### src/rtl/mul_hazard_ctrl_pkg.sv
// mul_hazard_ctrl_pkg: shared RISC-V register and mul-decode constants
package mul_hazard_ctrl_pkg;
  localparam int REG_AW = 5;
  localparam logic [REG_AW-1:0] REG_X0 = '0;
  localparam logic [6:0] OPC_OP = 7'b0110011;
  localparam logic [6:0] F7_MULDIV = 7'b0000001;
  localparam logic [2:0] F3_MUL = 3'b000;
endpackage

### src/rtl/mul_track_pipe.sv
// mul_track_pipe: valid/rd shift pipe of in-flight muls with address match against the youngest stages
module mul_track_pipe #(
  parameter int L = 3,
  parameter int AW = 5,
  parameter int NCMP = 2
) (
  input  logic                i_clock,
  input  logic                i_reset_n,
  input  logic                i_load_valid,
  input  logic [AW-1:0]       i_load_rd,
  input  logic [2:0][AW-1:0]  i_cmp_addr,
  output logic [L-1:0]        o_vld,
  output logic [L-1:0][AW-1:0] o_rd,
  output logic [2:0]          o_hit
);
  logic [L-1:0]         r_vld;
  logic [L-1:0][AW-1:0] r_rd;
  // shift every clock; reset discards everything in flight
  always_ff @(posedge i_clock or negedge i_reset_n) begin
    if (!i_reset_n) begin
      r_vld <= '0;
      r_rd  <= '0;
    end else begin
      r_vld <= {r_vld[L-2:0], i_load_valid};
      r_rd  <= {r_rd[L-2:0], i_load_rd};
    end
  end
  // match each lookup address against valid stages 0..NCMP-1 (last stage is bypassed)
  always_comb begin
    o_hit = '0;
    for (int k = 0; k < 3; k++)
      for (int s = 0; s < NCMP; s++)
        if (r_vld[s] && r_rd[s] == i_cmp_addr[k]) o_hit[k] = 1'b1;
  end
  assign o_vld = r_vld;
  assign o_rd  = r_rd;
endmodule

### src/rtl/mul_hazard_ctrl.sv
// mul_hazard_ctrl: decode-side issue/hazard control for the fixed-latency pipelined multiplier
module mul_hazard_ctrl #(
  parameter int MUL_LATENCY = 3,
  parameter int ALU_WB_DELAY = 1,
  parameter int REG_AW = mul_hazard_ctrl_pkg::REG_AW,
  localparam int CW = $clog2(MUL_LATENCY + 1)
) (
  input  logic              i_clock,
  input  logic              i_reset_n,
  input  logic              i_id_valid,
  input  logic              i_id_is_mul,
  input  logic              i_id_writes_rd,
  input  logic [REG_AW-1:0] i_id_rd,
  input  logic [REG_AW-1:0] i_id_rs1,
  input  logic              i_id_rs1_used,
  input  logic [REG_AW-1:0] i_id_rs2,
  input  logic              i_id_rs2_used,
  input  logic              i_flush,
  output logic              o_stall,
  output logic              o_mul_issue,
  output logic              o_mul_wb_valid,
  output logic [REG_AW-1:0] o_mul_wb_rd,
  output logic              o_busy,
  output logic [CW-1:0]     o_inflight_count
);
  import mul_hazard_ctrl_pkg::*;
  localparam logic [REG_AW-1:0] X0 = REG_AW'(REG_X0);
  logic                           w_live, w_accept_mul, w_raw, w_waw, w_wbc, w_load;
  logic [2:0]                     w_hit;
  logic [MUL_LATENCY-1:0]         w_vld;
  logic [MUL_LATENCY-1:0][REG_AW-1:0] w_rd;
  assign w_live = i_reset_n & i_id_valid & ~i_flush;
  assign w_raw = (i_id_rs1_used & (i_id_rs1 != X0) & w_hit[0]) |
                 (i_id_rs2_used & (i_id_rs2 != X0) & w_hit[1]);
  assign w_waw = i_id_writes_rd & (i_id_rd != X0) & w_hit[2];
  assign w_wbc = i_id_writes_rd & ~i_id_is_mul & w_vld[MUL_LATENCY-1-ALU_WB_DELAY];
  assign o_stall = w_live & (w_raw | w_waw | w_wbc);
  assign w_accept_mul = w_live & ~o_stall & i_id_is_mul;
  assign o_mul_issue = w_accept_mul;
  assign w_load = w_accept_mul & (i_id_rd != X0);
  mul_track_pipe #(.L(MUL_LATENCY), .AW(REG_AW), .NCMP(MUL_LATENCY-1)) u_pipe (
    .i_clock      (i_clock),
    .i_reset_n    (i_reset_n),
    .i_load_valid (w_load),
    .i_load_rd    (w_load ? i_id_rd : X0),
    .i_cmp_addr   ({i_id_rd, i_id_rs2, i_id_rs1}),
    .o_vld        (w_vld),
    .o_rd         (w_rd),
    .o_hit        (w_hit)
  );
  assign o_mul_wb_valid = w_vld[MUL_LATENCY-1];
  assign o_mul_wb_rd = w_rd[MUL_LATENCY-1];
  assign o_busy = |w_vld;
  // number of tracked muls across all stages
  always_comb begin
    o_inflight_count = '0;
    for (int k = 0; k < MUL_LATENCY; k++) o_inflight_count = o_inflight_count + CW'(w_vld[k]);
  end
endmodule

### config.mk
export PLATFORM = sky130hd
export DESIGN_NAME = mul_hazard_ctrl
export DESIGN_NICKNAME = d
export VERILOG_FILES = /design/src/rtl/mul_hazard_ctrl_pkg.sv /design/src/rtl/mul_track_pipe.sv /design/src/rtl/mul_hazard_ctrl.sv
export SDC_FILE = /design/constraint.sdc
export NUM_CORES = 1
export LEC_CHECK = 0
export CAP_MARGIN = 25
export CORE_UTILIZATION = 47
export DETAILED_ROUTE_END_ITERATION = 12
export PLACE_DENSITY = 0.83
export SYNTH_ARGS = -nofsm -noshare
export SYNTH_HDL_FRONTEND = slang
export SYNTH_SLANG_ARGS = --single-unit
### constraint.sdc
create_clock -name i_clock -period 7.35 [get_ports i_clock]
set_input_delay 1.8375 -clock i_clock [delete_from_list [all_inputs] [get_ports i_clock]]
set_output_delay 1.8375 -clock i_clock [all_outputs]
set_load 0.05 [all_outputs]
* Word level (Yosys, flattened, before mapping)
Cells that the tools add are included.
** Cells by class
- Reductions and logical operators :: 10
- $add $sub $neg :: 2
- Bitwise gates (word level) :: 20
- Equal/unequal tests :: 6
- Muxes and demuxes :: 7
** Operators with widths (number)
- $eq A5 B5 Y1 :: 6
- $reduce_bool A5 Y1 :: 3
- $and A1 B1 Y1 :: 14
- $logic_and A1 B1 Y1 :: 6
- $mux W1 :: 6
- $mux W5 :: 1
- $not A1 Y1 :: 3
- $or A1 B1 Y1 :: 3
- $reduce_or A3 Y1 :: 1
- $add A1 B1 Y2 :: 1
- $add A2 B1 Y2 :: 1
** Storage, ports and cells
- Input bits :: 23
- Flip-flop bits (word level) :: 18
- Word-level logic and storage cells :: 49
- Output and inout bits :: 11

* Longest topological paths before layout
Gate-level depths: netlist of run 1.
- Word-level depth :: 14
- Mapped depth :: 5
- Mapped depth without buffers :: 5

* By module
From an unflattened synthesis of run 1, not the netlist that was laid out.
** Second synthesis, totals
- Cells, all modules :: 83
- Area, all modules :: 988.4 µm²
** By module, submodules not included
- mul_track_pipe :: times used 1, cells each 63, seq. area each 450.4 µm², area an instance 792.0 µm²
- mul_hazard_ctrl :: times used 1, cells each 20, seq. area each 0.0 µm², area an instance 196.4 µm²

* Least setup slack after synthesis of run 1
No wires, ideal clock.
- Path type :: input -> output
- Start :: input port i_id_rs1[0]
- End :: output port o_stall
- Data arrival time :: 3594 ps
- Data required time :: 5512 ps
- Slack :: 1919 ps
- Buffers on the path :: 0
- Stages on the path :: 5
- Path through :: xnor2_1 > nand4_1 > o22ai_1 > a222oi_1 > a211oi_1
** Between the ends
- Cells in the longest elaborated chain, start to end :: 9
- Elaborated cells between the ends (all ways) :: 13
- Classes of those cells :: eq/ne: 2; mux: 2; bitwise: 6; reduce/logical: 3
** RTL lines
- from (decl) :: RTL line mul_hazard_ctrl.sv:14 : input logic [REG_AW-1:0] i_id_rs1,
- $eq A5 B5 Y1 :: RTL line mul_track_pipe.sv:33 : if (r_vld[s] && r_rd[s] == i_cmp_addr[k]) o_hit[k] = 1'b1;
- $logic_and A1 B1 Y1 :: RTL line mul_track_pipe.sv:33
- $mux W1 (2 in series) :: RTL line mul_track_pipe.sv:33
- $and A1 B1 Y1 * :: RTL line mul_hazard_ctrl.sv:33 : assign w_raw = (i_id_rs1_used & (i_id_rs1 != X0) & w_hit[0]) |
- $or A1 B1 Y1 * :: RTL line mul_hazard_ctrl.sv:33
- $or A1 B1 Y1 * (2 in series) :: RTL line mul_hazard_ctrl.sv:37 : assign o_stall = w_live & (w_raw | w_waw | w_wbc);
- $and A1 B1 Y1 * :: RTL line mul_hazard_ctrl.sv:37
- to (decl) :: RTL line mul_hazard_ctrl.sv:19 : output logic o_stall,
Mark *: on every way between the ends. The rest lies on a longest branch, timed or not.

* Final worst setup path of run 1
- Start :: input port i_id_rd[1]
- End :: output port o_mul_issue
** Between the ends
- Cells in the longest elaborated chain, start to end :: 11
- Elaborated cells between the ends (all ways) :: 15
- Classes of those cells :: eq/ne: 2; mux: 2; bitwise: 8; reduce/logical: 3
** RTL lines
- from (decl) :: RTL line mul_hazard_ctrl.sv:13 : input logic [REG_AW-1:0] i_id_rd,
- $eq A5 B5 Y1 :: RTL line mul_track_pipe.sv:33
- $logic_and A1 B1 Y1 :: RTL line mul_track_pipe.sv:33
- $mux W1 (2 in series) :: RTL line mul_track_pipe.sv:33
- $and A1 B1 Y1 * :: RTL line mul_hazard_ctrl.sv:35 : assign w_waw = i_id_writes_rd & (i_id_rd != X0) & w_hit[2];
- $or A1 B1 Y1 * (2 in series) :: RTL line mul_hazard_ctrl.sv:37
- $and A1 B1 Y1 * :: RTL line mul_hazard_ctrl.sv:37
- $not A1 Y1 * :: RTL line mul_hazard_ctrl.sv:38 : assign w_accept_mul = w_live & ~o_stall & i_id_is_mul;
- $and A1 B1 Y1 * (2 in series) :: RTL line mul_hazard_ctrl.sv:38
- to (decl) :: RTL line mul_hazard_ctrl.sv:20 : output logic o_mul_issue,
Marks and branches as above.

==> impl_results.rst, run 1 <==
.. list-table::
   :header-rows: 1

   * - Metric
     - Value
   * - Status
     - complete, no violations
   * - Clock share of power
     - a little under a quarter
   * - Critical Path AT
     - 4520 ps
   * - Register bit total from synthesis
     - 18
   * - Total inserted antenna cells
     - 0
   * - Critical Path Source Type
     - primary input
   * - Cell type of the slowest stage on the worst timing path
     - sky130_fd_sc_hd__clkdlybuf4s50_1
   * - Area added between synthesis and finish
     - 36.9%
   * - Worst reg2reg path startpoint
     - u_pipe.o_rd[6]
   * - DR DRC count
     - 0
   * - Number of placement rows
     - 16
   * - Count of unique library cells instantiated by Yosys
     - 17
   * - Clock latency of the later-clocked register in the worst-skew pair
     - roughly 280 ps
   * - Proportion of layout cells with a drive suffix above 1
     - under 10%
   * - Slowest Stage Delay on Critical Path
     - roughly 800 ps
   * - Largest fanout on the critical path
     - 8
   * - Clock H-tree levels
     - 1
   * - Final period demand of the worst path
     - ~6400 ps
   * - Largest net degree at the start of global routing
     - 20
   * - YS warnings
     - 0
   * - Post-cts resize count
     - 0
   * - Number of instances in the synthesized netlist
     - 88
   * - Total of endpoints with negative setup slack in the final report
     - 0
   * - Detailed-router iteration count before antenna repair
     - 4
   * - Number of buffers between clock root and the deepest sink
     - 2
   * - Floorplan die area
     - roughly 2300 um^2
   * - Path type of the worst min-delay path
     - flop to flop
   * - Final TNS setup
     - 0 ps
   * - Switch Pwr
     - approximately 48 uW
   * - Relative slew slack
     - between 60% and 70%
   * - Max-cap check violation count
     - 0
   * - Area of the multi-input gates
     - approximately 500 um^2
   * - Critical path, cell by cell
     - clkdlybuf4s50_1 -> or4_1 -> o21a_1 -> a222oi_1 -> buf_4 -> and2_2 -> clkdlybuf4s50_1
   * - Instance count on the critical path
     - 7
   * - Filler instances
     - 162
   * - Critical register-to-register path endpoint
     - u_pipe.o_rd[1]
   * - Hold bufs inserted after CTS
     - 0
   * - Root Driver
     - sky130_fd_sc_hd__clkbuf_4
   * - Worst-case clock skew
     - 2.31 ps
   * - Highest clock rate
     - roughly 160 MHz
   * - Register Area
     - approximately 450 um^2
   * - Post-synthesis cell area
     - around 1000 um^2
   * - Final antenna-violating net count
     - 0
   * - Number of vias per cell
     - approximately 5.3
   * - Power density of the placed cells
     - about 140 nW/um^2
   * - Cell accounting for the most synthesized area
     - sky130_fd_sc_hd__dfrtp_1
   * - Combined buffer and inverter count along the critical path
     - 3
   * - Yosys top cell area share
     - between 40% and 50%
   * - Switching Share
     - about a quarter
   * - Crit path kind
     - primary input to primary output
   * - Most area-consuming cells after synthesis
     - sky130_fd_sc_hd__dfrtp_1 (46%), sky130_fd_sc_hd__xnor2_1 (27%), sky130_fd_sc_hd__buf_4 (3.8%)
   * - Net Count, Synth
     - approximately 110
   * - Worst Tran Pin Value
     - around 590 ps
   * - Worst setup slack after placement
     - about 990 ps
   * - GR Overflow Total
     - 0
   * - 1st-iter DRT viols
     - 15
   * - Final number of hold-violating endpoints
     - 0
   * - Sort of element at the end of the critical path
     - primary output
   * - Average instance area after synthesis
     - ~11 um^2
   * - Clock Pin Slew Worst Setup and Hold Paths
     - roughly 90 ps
   * - Via count of the first global-routing pass
     - about 770
   * - DP HPWL
     - between 1.5 and 2 mm
   * - First-pass GRT wire length
     - roughly 3.1 mm
   * - Endpoint required time on the critical path
     - between 5000 and 6000 ps
   * - Via count of the routed design
     - between 700 and 800
   * - Number of sinks on the clock net
     - 18
   * - Drt wl/cell
     - 14.0 um
   * - Family of cells with the greatest summed delay on the critical path
     - buffers and inverters
   * - Chip width
     - 47.8 um
   * - Register share of total power
     - between 50% and 60%
   * - Setup Buffers After CTS
     - 0
   * - Top cell by count, worst path
     - sky130_fd_sc_hd__clkdlybuf4s50_1
   * - Net count, final
     - around 150
   * - Final critical-path setup slack
     - 988 ps
   * - Total core area
     - 1960 um^2
   * - Initial cell density of the core
     - a little over 50%
   * - Register-to-Register Path Depth
     - 6
   * - Die height
     - ~48 um
   * - Beginning of the critical path
     - i_id_rd[1]
   * - Port-buffer cells
     - 33
   * - Worst setup path endpoint
     - o_mul_issue
   * - Logic gate share of total power
     - 21.8%
   * - Post-route fraction of the period consumed by the critical path
     - approximately 87%
   * - Placer congestion estimate
     - around 0.99
   * - Unrepaired setup endpoints after global routing
     - no
   * - Max-slew violation count
     - 0
   * - Leakage power
     - between 0.0005 and 0.0006 uW
   * - Internal cell power
     - about 140 uW
   * - Worst hold stages
     - 0
   * - Initial antenna violation count
     - 0
   * - Global routing usage summed across all routing layers
     - 20.1%
   * - Worst ir drop on vdd
     - between 0.1 and 0.15 mV
   * - Aggregate routed wire length
     - ~2.1 mm
   * - CTS tree
     - yes
   * - Sequential cell area fraction in the yosys report
     - around 46%
   * - Clock buffers created by TritonCTS
     - 3
   * - Number of placed I/O pins
     - 34
   * - Reg2reg setup slack
     - around 5700 ps
## layer usage
layer	wire length (um)	GRT usage (%)	vias to the layer above
met2	971	35.1	40
met5	0	0	-
li1	-	-	376
met4	24	6.67	0
met3	179	3.40	2
met1	900	25.1	369
## cell families (layout without fill, tap and decap cells)
family          after synthesis  after routing  synth area share [%]
xor+xnor                     30             30                  26.6
simple gates                 25             25                  14.8
flops                        18             18                  45.7
compound gates                9              9                  6.98
buf+inv                       5             38                  3.81
fa+ha+maj                     1              1                  2.03
## worst register-to-register path: stages (launching register included)
cell	delay (ps)
sky130_fd_sc_hd__dfrtp_1	470
sky130_fd_sc_hd__xnor2_1	160
sky130_fd_sc_hd__nand4_1	100
sky130_fd_sc_hd__o22ai_1	90
sky130_fd_sc_hd__a222oi_1	370
sky130_fd_sc_hd__buf_4	210
sky130_fd_sc_hd__and3_1	170
## worst min path at each step
stage / from / endpoint / slack, ps
2_1_floorplan: u_pipe.o_rd[5] / u_pipe.o_rd[10] / 450
3_5_place_dp: u_pipe.o_rd[7] / u_pipe.o_rd[12] / 480
5_1_grt: u_pipe.o_rd[7] / u_pipe.o_rd[12] / 510
6_report: u_pipe.o_rd[2] / u_pipe.o_rd[7] / 490
3_3_place_gp: u_pipe.o_rd[2] / u_pipe.o_rd[7] / 480
4_1_cts: u_pipe.o_rd[7] / u_pipe.o_rd[12] / 500
## stage by stage
stage	total power (uW)	instance area (um^2)	std cells	hold WS [ps]	utilization (%)
2_1_floorplan	124	986	88	447	-
3_3_place_gp	146	1330	145	479	67.7
3_5_place_dp	147	1330	145	476	67.7
4_1_cts	192	1350	148	496	68.8
5_1_grt	200	1350	148	509	68.8
6_report	190	1350	148	493	68.8
## power groups by stage
stage               Clock, uW  Combinational (uW)  Sequential (uW)
floorplan                   0                19.4              105
global placement            0                40.8              105
detailed placement          0                41.5              105
CTS                      46.8                41.8              103
global route             51.6                44.7              103
finish                   45.3                41.4              103
## sequential cells by signal, indices dropped and copies added, names as in the netlist
register / count
u_pipe.o_rd: 15
u_pipe.o_vld: 3
## cell usage in the layout (no fill, tap or decap)
cell                              instances
sky130_fd_sc_hd__a211oi_1                 1
sky130_fd_sc_hd__a222oi_1                 1
sky130_fd_sc_hd__and2_2                   1
sky130_fd_sc_hd__and3_1                   5
sky130_fd_sc_hd__buf_4                    2
sky130_fd_sc_hd__clkbuf_4                 3
sky130_fd_sc_hd__clkdlybuf4s50_1         33
sky130_fd_sc_hd__dfrtp_1                 18
sky130_fd_sc_hd__fa_1                     1
sky130_fd_sc_hd__nand2_1                  7
sky130_fd_sc_hd__nand3b_1                 1
sky130_fd_sc_hd__nand4_1                  6
sky130_fd_sc_hd__nor3b_1                  1
sky130_fd_sc_hd__o211a_1                  1
sky130_fd_sc_hd__o21a_1                   3
sky130_fd_sc_hd__o22ai_1                  3
sky130_fd_sc_hd__or3_1                    1
sky130_fd_sc_hd__or4_1                    3
sky130_fd_sc_hd__xnor2_1                 30
## cells in the mapped netlist
library cell / instances
sky130_fd_sc_hd__a211oi_1: 1
sky130_fd_sc_hd__a222oi_1: 1
sky130_fd_sc_hd__and2_2: 1
sky130_fd_sc_hd__and3_1: 5
sky130_fd_sc_hd__buf_4: 5
sky130_fd_sc_hd__dfrtp_1: 18
sky130_fd_sc_hd__fa_1: 1
sky130_fd_sc_hd__nand2_1: 7
sky130_fd_sc_hd__nand3b_1: 1
sky130_fd_sc_hd__nand4_1: 6
sky130_fd_sc_hd__nor3b_1: 1
sky130_fd_sc_hd__o211a_1: 1
sky130_fd_sc_hd__o21a_1: 3
sky130_fd_sc_hd__o22ai_1: 3
sky130_fd_sc_hd__or3_1: 1
sky130_fd_sc_hd__or4_1: 3
sky130_fd_sc_hd__xnor2_1: 30
## layout make-up
class                   count  area share, %
multi-input cells          65           36.9
flip-flops and latches     18           33.4
repair buffers             35           25.6
well taps                  27           2.50
clock buffers               3           1.67
Power figures use the tool's default switching activity.
==> run 2, diff against run 1 <==
ABC_AREA = 1   (was default)
CORE_MARGIN = 2   (was default)
CORE_UTILIZATION = 51   (was 47)
CTS_CLUSTER_SIZE = 12   (was default)
PLACE_DENSITY = 0.85   (was 0.83)
==> run 2 against run 1 <==
Effect of this change:
- setup slack improved by 530 ps
- utilization rose by 2.1 points
- clock power grew 33%
- total power grew 9.8%
- sequential cell count stayed put
- combinational power is 8.0% higher
- sequential power is essentially flat
- clock-buffer cell count is 1 higher
- die area up 20%
- synthesized area rose by 21%
- critical path type unchanged
- critical endpoint unchanged
- largest power group unchanged
- highest routed layer unchanged
==> impl_results.rst, run 2 <==
.. list-table::
   :header-rows: 1

   * - Metric
     - Value
   * - Cell accounting for the most synthesized area
     - sky130_fd_sc_hd__dfrtp_1
   * - Critical Path Source Type
     - primary input
   * - Initial antenna violation count
     - 0 (unchanged)
   * - Cell type of the slowest stage on the worst timing path
     - sky130_fd_sc_hd__clkdlybuf4s50_1
   * - Clock buffers created by TritonCTS
     - 3 (unchanged)
   * - Sequential cell area fraction in the yosys report
     - 37.6% (-8.1 points)
   * - Final antenna-violating net count
     - 0 (unchanged)
   * - Chip width
     - 52.5 um (+9.7%)
   * - Path type of the worst min-delay path
     - flop to flop
   * - Largest fanout on the critical path
     - 4 (-4)
   * - Initial cell density of the core
     - 54.1% (+3.9 points)
   * - YS warnings
     - 0 (unchanged)
   * - Final number of hold-violating endpoints
     - 0 (unchanged)
   * - Detailed-router iteration count before antenna repair
     - 4 (unchanged)
   * - Yosys top cell area share
     - 37.6% (-8.1 points)
   * - Endpoint required time on the critical path
     - 5510 ps (about the same)
   * - EDFF count, synth
     - 0 (unchanged)
   * - Die height
     - 52.5 um (+9.7%)
   * - Global routing usage summed across all routing layers
     - 23.3% (+3.2 points)
   * - Via count of the first global-routing pass
     - 1104 (+44%)
   * - Highest clock rate
     - 172 MHz (+9.1%)
   * - Sort of element at the end of the critical path
     - primary output
   * - Status
     - complete, no violations
   * - Setup Buffers After CTS
     - 0 (unchanged)
   * - Number of buffers between clock root and the deepest sink
     - 2 (unchanged)
   * - Placer congestion estimate
     - 0.871 (-12%)
   * - Number of instances in the synthesized netlist
     - 196 (+120%)
   * - Total core area
     - 2210 um^2 (+13%)
   * - Slowest Stage Delay on Critical Path
     - 800 ps (about the same)
   * - Area added between synthesis and finish
     - 31.0%
   * - Total of endpoints with negative setup slack in the final report
     - 0 (unchanged)
   * - Top library cells by usage in the layout, fill and taps aside
     - sky130_fd_sc_hd__nand2_1 (89), sky130_fd_sc_hd__nor2_1 (33), sky130_fd_sc_hd__clkdlybuf4s50_1 (33), sky130_fd_sc_hd__inv_1 (31), sky130_fd_sc_hd__dfrtp_1 (18)
   * - Ys async rst share
     - 100% (unchanged)
   * - Final TNS setup
     - 0 ps (unchanged)
   * - Leakage power
     - 0.000861 uW (+65%)
   * - Largest net degree at the start of global routing
     - 20 (unchanged)
   * - Max-slew violation count
     - 0 (unchanged)
   * - Primary flip-flop cell chosen by synthesis mapping
     - sky130_fd_sc_hd__dfrtp_1
   * - Fraction of the core area covered by cells at the end of the flow
     - 70.9% (+2.1 points)
   * - Flip-flop count of the largest register, all copies and words added
     - 15 (unchanged)
   * - Register bit total from synthesis
     - 18 (unchanged)
   * - 1st-iter DRT viols
     - 27 (+12)
   * - Post-cts resize count
     - 0 (unchanged)
   * - Unrepaired setup endpoints after global routing
     - no
   * - Crit path kind
     - primary input to primary output
   * - Clock latency of the later-clocked register in the worst-skew pair
     - 290 ps (about the same)
   * - Most numerous cell in the Yosys netlist
     - sky130_fd_sc_hd__nand2_1
   * - Worst-case clock skew
     - 12.4 ps (+10.0 ps)
   * - Power density of the placed cells
     - 133 nW/um^2 (-5.5%)
   * - DP HPWL
     - 2.23 mm (+35%)
   * - Filler instances
     - 199 (+23%)
   * - Number of placement rows
     - 17 (+1)
   * - Final period demand of the worst path
     - 5830 ps (-531 ps)
   * - Floorplan die area
     - 2750 um^2 (+20%)
   * - First-pass GRT wire length
     - 4.72 mm (+50%)
   * - Aggregate routed wire length
     - 2.83 mm (+36%)
   * - GR Overflow Total
     - 0 (unchanged)
   * - Top cell types by occurrence after synthesis
     - sky130_fd_sc_hd__nand2_1 (89), sky130_fd_sc_hd__nor2_1 (33), sky130_fd_sc_hd__inv_1 (31)
   * - Relative slew slack
     - 66.3% (+5.4 points)
   * - Proportion of layout cells with a drive suffix above 1
     - 3.93% (-1.0 points)
   * - Post-synthesis cell area
     - 1200 um^2 (+21%)
   * - Post-route fraction of the period consumed by the critical path
     - 79.3% (-7.2 points)
   * - Drt wl/cell
     - 11.0 um (-21%)
   * - Clock Pin Slew Worst Setup and Hold Paths
     - 110 ps (+20 ps)
   * - Most area-consuming cells after synthesis
     - sky130_fd_sc_hd__dfrtp_1 (38%), sky130_fd_sc_hd__nand2_1 (28%), sky130_fd_sc_hd__nor2_1 (10%)
   * - Number of vias per cell
     - 4.74 (-11%)
   * - Total inserted antenna cells
     - 0 (unchanged)
   * - Number of sinks on the clock net
     - 18 (unchanged)
   * - Top cell by count, worst path
     - sky130_fd_sc_hd__nand2_1
   * - Via count of the routed design
     - 1217 (+55%)
   * - Hold bufs inserted after CTS
     - 0 (unchanged)
   * - Count of unique library cells instantiated by Yosys
     - 14 (-3)
   * - Clock H-tree levels
     - 1 (unchanged)
   * - Critical path, cell by cell
     - clkdlybuf4s50_1 -> nor3_2 -> nand3_2 -> nand2_1 -> inv_1 -> nand2_1 -> nand2_1 -> nor2_2 -> nand2_1 -> nor2_1 -> clkdlybuf4s50_1
   * - CTS tree
     - yes
   * - Most common library cell in the layout ignoring fill and taps
     - sky130_fd_sc_hd__nand2_1
   * - Fin Hold WS
     - 471 ps (-22.2 ps)
   * - Max-cap check violation count
     - 0 (unchanged)
   * - Net Count, Synth
     - 220 (+96%)
   * - Number of placed I/O pins
     - 34 (unchanged)
   * - Average instance area after synthesis
     - 6.11 um^2 (-45%)
   * - Critical Path AT
     - 3990 ps (-530 ps)
   * - Net count, final
     - 254 (+73%)
   * - DR DRC count
     - 0 (unchanged)
   * - Port-buffer cells
     - 33 (unchanged)
   * - Worst Tran Pin Value
     - 504 ps (-81.7 ps)
   * - Worst ir drop on vdd
     - 0.0843 mV (-29%)
   * - Root Driver
     - sky130_fd_sc_hd__clkbuf_4
## run 2: changes by cell type after synthesis, moves of 3 or more
cell and change:
sky130_fd_sc_hd__inv_1 +31, sky130_fd_sc_hd__xnor2_1 -30, sky130_fd_sc_hd__o21a_1 -3, sky130_fd_sc_hd__or4_1 -3, sky130_fd_sc_hd__and3_1 -5, sky130_fd_sc_hd__nand3_1 +7
sky130_fd_sc_hd__nand2_1 +82, sky130_fd_sc_hd__nor2_1 +33, sky130_fd_sc_hd__o22ai_1 -3, sky130_fd_sc_hd__nand4_1 -4, sky130_fd_sc_hd__o21ai_0 +4
## run 2: final timing paths
path                                start  slack (ps)        endpoint  cells after the start
hold / removal             u_pipe.o_rd[2]         470  u_pipe.o_rd[7]                      0
setup / recovery               i_id_rd[2]        1520     o_mul_issue                     11
setup reg to reg           u_pipe.o_rd[6]        5830  u_pipe.o_rd[3]                     11
min in group asynchronous       i_reset_n        1860  u_pipe.o_rd[2]                      2
max in group asynchronous       i_reset_n        5270  u_pipe.o_rd[8]                      2
hold reg to reg            u_pipe.o_rd[2]         470  u_pipe.o_rd[7]                      0
## run 2: per-stage QoR
| step | instances | setup slack, ps | total power [uW] | cell area [um^2] |
|---|---|---|---|---|
| global placement | 253 | 1520 | 149 | 1530 |
| CTS | 257 | 1500 | 210 | 1570 |
| detailed placement | 253 | 1510 | 150 | 1530 |
| floorplan | 196 | 2350 | 128 | 1200 |
| finish | 257 | 1520 | 208 | 1570 |
| global route | 257 | 1360 | 218 | 1570 |
## run 2: cell type report
cell class                      count  area, um^2  area share, %
Inverter                           31         116           7.42
Timing Repair Buffer               34         338           21.5
Multi-Input combinational cell    142         593           37.8
Sequential cell                    18         450           28.7
Tap cell                           28        35.0           2.23
Clock buffer                        4        36.3           2.31
## run 2: cell families after synthesis
kind of cell | count (synthesis) | share of synthesized area, %
buffers and inverters | 36 | 12.9
AND/OR/NAND/NOR | 136 | 45.8
AO/OA/AOI/OAI | 5 | 2.09
adder cells (fa/ha/maj) | 1 | 1.67
flip-flops | 18 | 37.6
## run 2: power by group
group          leakage (uW)  switching, uW  internal, uW
Clock             0.0000210           30.3          30.1
Combinational      0.000591           24.4          20.3
Sequential         0.000249           2.40           101
Total              0.000861           57.1           151
## run 2: critical path: cells and delay by family
| kind | cells | cell delay (ps) |
|---|---|---|
| buffers and inverters | 3 | 1320 |
| AND/OR/NAND/NOR | 8 | 830 |
## run 2: metal layers
layer / global-route usage (%) / part of all wire [%]
met4: 5.13 / 0.57
met3: 3.43 / 4.2
met5: 0 / 0
met2: 41.9 / 48
met1: 29.2 / 47
==> run 3, diff against run 2 <==
CORE_UTILIZATION = 42   (was 51)
PLACE_DENSITY = 0.75   (was 0.85)
clock period = 4.95 ns   (was 7.35 ns; I/O delays follow)
==> run 3 against run 2 <==
Effect of this change:
- first-iteration DRC count increased by 41%
- critical endpoint unchanged
- sequential cell count unchanged
- sequential power increased by 49%
- global-route usage decreased by 6.1 points
- routed wire length decreased by 4.5%
- critical path depth unchanged
==> impl_results.rst, run 3 (synthesis gave the netlist of run 2 again) <==
.. list-table::
   :header-rows: 1

   * - Metric
     - Value
   * - Number of placed I/O pins
     - 34 (unchanged)
   * - Drt wl/cell
     - 10.4 um (-5.6%)
   * - Number of placement rows
     - 19 (+2)
   * - Placer congestion estimate
     - 0.908 (+4.2%)
   * - Via count of the routed design
     - 1207 (-0.82%)
   * - Max-slew violation count
     - 0 (unchanged)
   * - Top routing layer used
     - met4
   * - Floorplan die area
     - 3290 um^2 (+20%)
   * - Crit path kind
     - primary input to primary output
   * - Aggregate routed wire length
     - 2.70 mm (-4.5%)
   * - Worst reg2reg path startpoint
     - u_pipe.o_rd[6]
   * - Number of vias per cell
     - 4.64 (-2.0%)
   * - Final number of hold-violating endpoints
     - 0 (unchanged)
   * - DP HPWL
     - 2.16 mm (-3.2%)
   * - Final antenna-violating net count
     - 0 (unchanged)
   * - GR Overflow Total
     - 0 (unchanged)
   * - Leakage power
     - 0.000865 uW (+0.46%)
   * - Worst Hold Launch
     - u_pipe.o_rd[2]
   * - Top library cells by usage in the layout, fill and taps aside
     - sky130_fd_sc_hd__nand2_1 (89), sky130_fd_sc_hd__nor2_1 (33), sky130_fd_sc_hd__inv_1 (31), sky130_fd_sc_hd__clkdlybuf4s50_1 (31), sky130_fd_sc_hd__dfrtp_1 (18)
   * - Final period demand of the worst path
     - 3990 ps
   * - Proportion of layout cells with a drive suffix above 1
     - 4.80% (+0.87 points)
   * - Root Driver
     - sky130_fd_sc_hd__clkbuf_4
   * - 1st-iter DRT viols
     - 38 (+41%)
   * - Worst ir drop on vdd
     - 0.137 mV (+63%)
   * - CTS tree
     - yes
   * - Total core area
     - 2730 um^2 (+24%)
   * - Reg2reg setup slack
     - 3460 ps (-2370 ps)
   * - Met2 routed wirelength
     - 1.20 mm (-13%)
   * - Die height
     - 57.4 um (+9.4%)
   * - Global routing usage summed across all routing layers
     - 17.2% (-6.1 points)
   * - Detailed-router iteration count before antenna repair
     - 4 (unchanged)
   * - Unrepaired setup endpoints after global routing
     - no
   * - Power density of the placed cells
     - 197 nW/um^2 (+49%)
   * - Relative slew slack
     - 67.2% (+0.93 points)
   * - Path type of the worst min-delay path
     - flop to flop
   * - Worst-case clock skew
     - 4.52 ps (-7.83 ps)
   * - Clock latency of the later-clocked register in the worst-skew pair
     - 290 ps (about the same)
   * - Number of sinks on the clock net
     - 18 (unchanged)
   * - First-pass GRT wire length
     - 4.41 mm (-6.6%)
   * - Number of buffers between clock root and the deepest sink
     - 2 (unchanged)
   * - Status
     - complete, no violations
   * - Largest fanout on the critical path
     - 4 (unchanged)
   * - Area of the multi-input gates
     - 593 um^2 (unchanged)
   * - Post-cts resize count
     - 0 (unchanged)
   * - Clock H-tree levels
     - 1 (unchanged)
   * - Placed Cells
     - 256 (+1.2%)
   * - Initial cell density of the core
     - 43.8% (-10 points)
   * - Post-route fraction of the period consumed by the critical path
     - about four fifths
   * - Most common library cell in the layout ignoring fill and taps
     - sky130_fd_sc_hd__nand2_1
   * - Largest net degree at the start of global routing
     - 20 (unchanged)
   * - Endpoint required time on the critical path
     - 3710 ps (-1800 ps)
   * - Port-buffer cells
     - 33 (unchanged)
   * - Net count, final
     - 254 (unchanged)
   * - Total inserted antenna cells
     - 0 (unchanged)
   * - Final TNS setup
     - 0 ps (unchanged)
   * - Met1 Routed Length
     - 1.34 mm (+1.2%)
   * - Worst Tran Pin Value
     - 490 ps (-13.9 ps)
   * - Critical Path Source Type
     - primary input
   * - Clock buffers created by TritonCTS
     - 3 (unchanged)
   * - Setup Buffers After CTS
     - 0 (unchanged)
   * - Filler instances
     - 261 (+31%)
   * - Max-cap check violation count
     - 0 (unchanged)
   * - Via count of the first global-routing pass
     - 1025 (-7.2%)
   * - Hold bufs inserted after CTS
     - 0 (unchanged)
   * - Beginning of the critical path
     - i_id_rd[2]
   * - Highest clock rate
     - approximately 250 MHz
   * - Routed wire length on met3
     - 135 um (+13%)
   * - Register Area
     - 450 um^2 (unchanged)
   * - Chip width
     - 57.4 um (+9.4%)
   * - DR DRC count
     - 0 (unchanged)
   * - Flip-flop count of the largest register, all copies and words added
     - 15 (unchanged)
   * - Area added between synthesis and finish
     - 30.9% (about the same)
   * - Worst hold stages
     - 0 (unchanged)
   * - Sort of element at the end of the critical path
     - primary output
   * - Initial antenna violation count
     - 0 (unchanged)
   * - Clock Pin Slew Worst Setup and Hold Paths
     - 110 ps (about the same)
   * - Non-filler cells in the finished layout
     - 260 (+1.2%)
   * - Total of endpoints with negative setup slack in the final report
     - 0 (unchanged)
   * - Register-to-Register Path Depth
     - 11 (unchanged)
   * - Critical Path AT
     - 2750 ps (-1240 ps)
-- run 3: power by group --
| group | total [uW] | leakage, uW | switching [uW] | internal (uW) |
|---|---|---|---|---|
| clock network | 90.3 | 0.0000210 | 45.6 | 44.7 |
| registers | 153 | 0.000249 | 3.43 | 150 |
| logic | 66.1 | 0.000595 | 36.0 | 30.1 |
| total | 309 | 0.000865 | 85.0 | 224 |
-- run 3: path summary, 6_finish.rpt --
path,to
setup / recovery,o_mul_issue
hold / removal,u_pipe.o_rd[7]
setup reg to reg,u_pipe.o_rd[3]
hold reg to reg,u_pipe.o_rd[7]
max in group asynchronous,u_pipe.o_rd[8]
min in group asynchronous,u_pipe.o_rd[5]
-- run 3: cell type report --
class | instances | share of cell area, %
Sequential cell | 18 | 28.7
Multi-Input combinational cell | 142 | 37.8
Timing Repair Buffer | 34 | 21.2
Inverter | 31 | 7.42
Clock buffer | 4 | 2.31
Tap cell | 31 | 2.47
-- run 3: stage by stage --
| stage | power (uW) | cell area (um^2) | hold WS [ps] | utilization [%] | setup WS, ps |
|---|---|---|---|---|---|
| finish | 309 | 1570 | 463 | 57.3 | 960 |
| global route | 328 | 1570 | 481 | 57.3 | 721 |
| CTS | 314 | 1570 | 463 | 57.3 | 953 |
| detailed placement | 222 | 1530 | 437 | 56.0 | 958 |
| global placement | 222 | 1530 | 439 | 56.0 | 974 |
| floorplan | 190 | 1200 | 395 | - | 1150 |
-- run 3: worst max-delay path, stage by stage --
cell and delay, ps:
sky130_fd_sc_hd__clkdlybuf4s50_1 480, sky130_fd_sc_hd__nor3_2 220, sky130_fd_sc_hd__nand3_2 100, sky130_fd_sc_hd__nand2_1 70, sky130_fd_sc_hd__inv_1 30, sky130_fd_sc_hd__nand2_1 50
sky130_fd_sc_hd__nand2_1 50, sky130_fd_sc_hd__nor2_2 160, sky130_fd_sc_hd__nand2_1 70, sky130_fd_sc_hd__nor2_1 90, sky130_fd_sc_hd__buf_4 200
-- run 3: metal layers --
layer  up-vias  track usage [%]
li1        639                -
met1       533             24.1
met2        31             26.9
met3         4             2.27
met4         0             6.31
met5         -                0
